--- config.mk ---
export PLATFORM = sky130hd
export DESIGN_NAME = seq_pattern_tx
export DESIGN_NICKNAME = d
export VERILOG_FILES = /design/src/rtl/seq_pkg.sv /design/src/rtl/piso_shift_reg.sv /design/src/rtl/seq_pattern_tx.sv
export SDC_FILE = /design/constraint.sdc
export NUM_CORES = 1
export LEC_CHECK = 0
export ABC_AREA = 1
export BUFFER_PORTS_ARGS = -buffer_cell sky130_fd_sc_hd__buf_2
export CORE_UTILIZATION = 49
export CTS_CLUSTER_DIAMETER = 150
export DETAILED_ROUTE_END_ITERATION = 6
export PLACE_DENSITY = 0.7
export SYNTH_ARGS = -nofsm -noshare
export SYNTH_HDL_FRONTEND = slang
export SYNTH_SLANG_ARGS = --single-unit
export TNS_END_PERCENT = 5
--- constraint.sdc ---
create_clock -name clk -period 6.1 [get_ports clk]
set_clock_uncertainty 0.05 [all_clocks]
set_input_delay 0.305 -clock clk [delete_from_list [all_inputs] [get_ports clk]]
set_output_delay 0.305 -clock clk [all_outputs]
set_load 0.02 [all_outputs]
--- src/rtl/seq_pkg.sv ---
// Shared types and constants for the serial pattern transmitter and the detector family.
package seq_pkg;

    typedef enum logic [1:0] {
        ST_IDLE,
        ST_SEND,
        ST_GAP,
        ST_DONE
    } seq_tx_state_t;

    localparam logic       IDLE_BIT     = 1'b0;
    localparam logic [3:0] SEQ_PAT_1100 = 4'b1100;

endpackage

--- src/rtl/piso_shift_reg.sv ---
// Parallel-in serial-out shift register, MSB first, with load priority over shift.
module piso_shift_reg #(
    parameter int PAT_W = 4
) (
    input  logic             clk,
    input  logic             rst,
    input  logic             load,
    input  logic [PAT_W-1:0] load_data,
    input  logic             shift_en,
    output logic             msb
);

    logic [PAT_W-1:0] data;

    always_ff @(posedge clk) begin
        if (rst) begin
            data <= '0;
        end else if (load) begin
            data <= load_data;
        end else if (shift_en) begin
            data <= {data[PAT_W-2:0], 1'b0};
        end
    end

    assign msb = data[PAT_W-1];

endmodule

--- src/rtl/seq_pattern_tx.sv ---
// Serial pattern transmitter: sends a latched pattern MSB-first `reps` times with idle gaps.
//
// state   | meaning
// --------+------------------------------------------------------------
// IDLE    | waiting for a start handshake, start_ready high
// SEND    | a pattern bit is on x with x_valid high
// GAP     | idle gap between repeats, busy high, x_valid low
// DONE    | one-cycle done (and aborted) pulse, then back to IDLE
module seq_pattern_tx
    import seq_pkg::*;
#(
    parameter int PAT_W      = 4,
    parameter int CNT_W      = 4,
    parameter int GAP_CYCLES = 1
) (
    input  logic             clk,
    input  logic             rst,
    input  logic             start_valid,
    output logic             start_ready,
    input  logic [PAT_W-1:0] pattern,
    input  logic [CNT_W-1:0] reps,
    input  logic             abort,
    output logic             x,
    output logic             x_valid,
    output logic             busy,
    output logic             done,
    output logic             aborted
);

    localparam int IDX_W = $clog2(PAT_W);
    localparam int GAP_W = (GAP_CYCLES > 1) ? $clog2(GAP_CYCLES) : 1;
    localparam logic [IDX_W-1:0] IDX_LAST = IDX_W'(PAT_W - 1);
    localparam logic [GAP_W-1:0] GAP_LOAD = GAP_W'((GAP_CYCLES > 0) ? GAP_CYCLES - 1 : 0);

    seq_tx_state_t    state, state_next;
    logic [IDX_W-1:0] bit_idx;
    logic [CNT_W-1:0] rep_cnt;
    logic [CNT_W-1:0] rep_left;
    logic [GAP_W-1:0] gap_cnt;
    logic [PAT_W-1:0] pat_reg;
    logic [PAT_W-1:0] load_src;

    logic accept;
    logic last_bit;
    logic abort_hit;
    logic sh_load;
    logic sh_shift;
    logic sh_msb;
    logic x_next;

    assign start_ready = (state == ST_IDLE) && !rst;
    assign accept      = start_valid && start_ready;
    assign last_bit    = (bit_idx == IDX_LAST);
    assign rep_left    = rep_cnt - CNT_W'(1);
    assign abort_hit   = abort && ((state == ST_SEND) || (state == ST_GAP));
    assign load_src    = accept ? pattern : pat_reg;

    // The shifter runs one bit ahead of x: it holds the bits still to be sent,
    // while the current bit already sits in the x output register.
    piso_shift_reg #(
        .PAT_W(PAT_W)
    ) u_shift (
        .clk      (clk),
        .rst      (rst),
        .load     (sh_load),
        .load_data({load_src[PAT_W-2:0], 1'b0}),
        .shift_en (sh_shift),
        .msb      (sh_msb)
    );

    always_comb begin
        state_next = state;
        sh_load    = 1'b0;
        sh_shift   = 1'b0;
        case (state)
            ST_IDLE: begin
                if (accept) begin
                    sh_load    = 1'b1;
                    state_next = (reps != '0) ? ST_SEND : ST_DONE;
                end
            end
            ST_SEND: begin
                if (abort) begin
                    state_next = ST_DONE;
                end else if (last_bit) begin
                    if (rep_left == '0) begin
                        state_next = ST_DONE;
                    end else begin
                        sh_load    = 1'b1;
                        state_next = (GAP_CYCLES == 0) ? ST_SEND : ST_GAP;
                    end
                end else begin
                    sh_shift = 1'b1;
                end
            end
            ST_GAP: begin
                if (abort) begin
                    state_next = ST_DONE;
                end else if (gap_cnt == '0) begin
                    state_next = ST_SEND;
                end
            end
            ST_DONE: begin
                state_next = ST_IDLE;
            end
            default: begin
                state_next = ST_IDLE;
            end
        endcase
    end

    // First bit of a rep comes from the pattern source; later bits from the shifter.
    always_comb begin
        x_next = IDLE_BIT;
        if (state_next == ST_SEND) begin
            if ((state == ST_SEND) && !last_bit) begin
                x_next = sh_msb;
            end else begin
                x_next = load_src[PAT_W-1];
            end
        end
    end

    always_ff @(posedge clk) begin
        if (rst) begin
            state <= ST_IDLE;
        end else begin
            state <= state_next;
        end
    end

    always_ff @(posedge clk) begin
        if (rst) begin
            bit_idx <= '0;
            rep_cnt <= '0;
            gap_cnt <= '0;
            pat_reg <= '0;
        end else begin
            if (accept) begin
                pat_reg <= pattern;
                rep_cnt <= reps;
            end else if ((state == ST_SEND) && last_bit && !abort) begin
                rep_cnt <= rep_left;
            end

            if ((state == ST_SEND) && !last_bit && !abort) begin
                bit_idx <= bit_idx + IDX_W'(1);
            end else begin
                bit_idx <= '0;
            end

            if ((state == ST_SEND) && (state_next == ST_GAP)) begin
                gap_cnt <= GAP_LOAD;
            end else if ((state == ST_GAP) && (gap_cnt != '0)) begin
                gap_cnt <= gap_cnt - GAP_W'(1);
            end
        end
    end

    always_ff @(posedge clk) begin
        if (rst) begin
            x       <= IDLE_BIT;
            x_valid <= 1'b0;
            busy    <= 1'b0;
            done    <= 1'b0;
            aborted <= 1'b0;
        end else begin
            x       <= x_next;
            x_valid <= (state_next == ST_SEND);
            busy    <= (state_next == ST_SEND) || (state_next == ST_GAP);
            done    <= (state_next == ST_DONE);
            aborted <= abort_hit;
        end
    end

endmodule

==> results.tsv <==
metric	value	unit
place.gp.congestion	0.828	
fin_area	1270	µm²
setup_viol	0	
synth_flop_cell	dfxtp_1	
clk_pin_slew	0.12	ns
multiInputGateArea	596	µm²
clkLatencyLatePin	0.30	ns
die_x	50.4	µm
period_minus_slack	2.31	ns
crit_top_cell	nand2_1	
cts_resized	0	
grt_pass1_vias	901	
portBuffers	17	
fin_util	57.6	%
synth-edff-count	0	
area_delta_synth_final	10.9	%
cts_tree	built	
cts.sinks	21	
yosysSeqAreaShare	36.6	%
ir_drop	0.186	mV
hold_buffers	0	
routedWlPerCell	11.6	µm
worstSetupStartpointType	flip-flop	
first_pass_iters	4	
grt_util_all_layers	20.5	%
vias_per_cell	4.99	
finalNonFillerCells	200	
overflow	0	
post_dp_cell_area	1250	µm²
met1Wirelength	1150	µm
postSynthCellCount	154	
p_leak	0.632	nW
outcome	completed	
layout_common_cells	nand2_1, inv_1, dfxtp_1, buf_2, nor2_1	
die_h	50.4	µm
worstPathArrival	2.45	ns
ys_types	32	
pwr_density_cell	311	nW/µm²
cp_max_fo	12	
cp_slowest_stage_delay	0.40	ns
seq_area	420	µm²
dieArea	2540	µm²
cts_setup_buffers	0	
ys_seq_elements	21	
rsz0062_at_grt	no	
root_buffer	clkbuf_4	
initial_core_util	52.0	%
end_kind	flip-flop	
worst_pin_slew	0.417	ns
dp_hpwl	1800	µm
critPathRequiredTime	6.24	ns
drc	0	
path_cells	inv_1 -> ha_1 -> inv_2 -> nor2_4 -> nand2_2 -> inv_2 -> nand2_1 -> nand2_1 -> nand2_1 -> inv_1 -> ha_1 -> a2111oi_0	
synth_area	1150	µm²
synth-async-reset-ratio	0	%
fillerInstances	214	
fin_tns_setup	0	ns
syn-num-nets	175	
core-area	2210	µm²
cts-htree-levels	1	
final_common_cell	nand2_1	
grt_max_degree	21	
holdCritPathClass	input pin to flip-flop	
path_class	flip-flop to flip-flop	
drt_iter0_markers	21	
slew_headroom	72.2	%
dp.cells	196	
drv_slew	0	
finalHoldViolCount	0	
grt_pass1_wl	3920	µm
dr_wl_met2	1070	µm
ios	18	
vias	998	
period_share	37.8	%
ys_warn_count	0	
final_antenna_net_count	0	
clock_path_buffers	2	
highest_layer	met4	
syn_area_per_cell	7.47	µm²
cp_slowest_cell	dfxtp_1	
rows	17	
rrSetupSlack	3.79	ns
route.met3.wl	83	µm
numCtsBuffers	3	
num_antenna_cells	0	
holdWs	0.216	ns
wirelength	2320	µm
drive_gt1_share	20.9	%
nNetsFinal	194	
fmax	433	MHz
antenna_found_initial	0	
cap_viol_max_count	0	
synthesized netlist by cell type, types with 2 or more instances:
cell type | instances | area (µm²)
nand2_4 | 2 | 22.5
a31oi_1 | 2 | 12.5
o21ai_0 | 5 | 25.0
nor2_1 | 14 | 52.6
nand3_1 | 6 | 30.0
a21oi_2 | 2 | 17.5
o21ai_2 | 2 | 17.5
dfxtp_1 | 21 | 420
a21oi_1 | 5 | 25.0
nand2_2 | 3 | 18.8
buf_2 | 2 | 10.0
inv_1 | 28 | 105
nand2_1 | 33 | 124
inv_2 | 2 | 7.51
nor3_1 | 2 | 10.0
ha_1 | 9 | 113
worst paths after layout:
kind	endpoint	cells after the start	from
worst max-delay path	gap_cnt$_SDFFE_PP0P_	12	state[0]$_SDFF_PP0_
worst max register to register	gap_cnt$_SDFFE_PP0P_	12	state[0]$_SDFF_PP0_
worst min register to register	bit_idx[0]$_SDFF_PP0_	1	bit_idx[0]$_SDFF_PP0_
worst min-delay path	aborted$_SDFF_PP0_	3	abort
layer usage:
| layer | vias to the layer above | global-route usage [%] |
|---|---|---|
| li1 | 520 | - |
| met1 | 456 | 27.0 |
| met2 | 20 | 33.6 |
| met3 | 2 | 3.94 |
| met4 | 0 | 6.48 |
| met5 | - | 0 |
cell type report:
type	count	area share, %
flip-flops and latches	21	33.0
multi-input cells	100	46.7
repair buffers	17	6.67
inverters	30	8.83
well taps	28	2.75
clock buffers	4	2.06
power by group:
| part | total [W] | leakage [nW] | switching [W] | internal (W) |
|---|---|---|---|---|
| clock | 0.0000687 | 0.0150 | 0.0000433 | 0.0000255 |
| combinational | 0.000160 | 0.446 | 0.000104 | 0.0000559 |
| sequential | 0.000168 | 0.172 | 0.00000981 | 0.000158 |
cell families (layout without fill, tap and decap cells):
| kind of cell | after synthesis | after routing | synth area share (%) |
|---|---|---|---|
| AOI/OAI and AO/OA | 23 | 23 | 13.8 |
| and+or+nand+nor | 68 | 68 | 28.2 |
| buffers and inverters | 33 | 51 | 11.6 |
| adders and majority gates | 9 | 9 | 9.79 |
| DFF | 21 | 21 | 36.6 |
metrics by stage:
step | worst slack, ns | power (W)
CTS | 3.75 | 0.000398
floorplan | 4.14 | 0.000292
detailed placement | 3.79 | 0.000329
global route | 3.56 | 0.000429
global placement | 4.00 | 0.000326
finish | 3.79 | 0.000396
worst max-delay path, delay by kind of cell (launching register included):
family | cells | cell delay (ns)
compound gates | 1 | 0.38
buf+inv | 4 | 0.40
fa+ha+maj | 2 | 0.43
flops | 1 | 0.40
simple gates | 5 | 0.55
(Power assumes the default switching activity.)
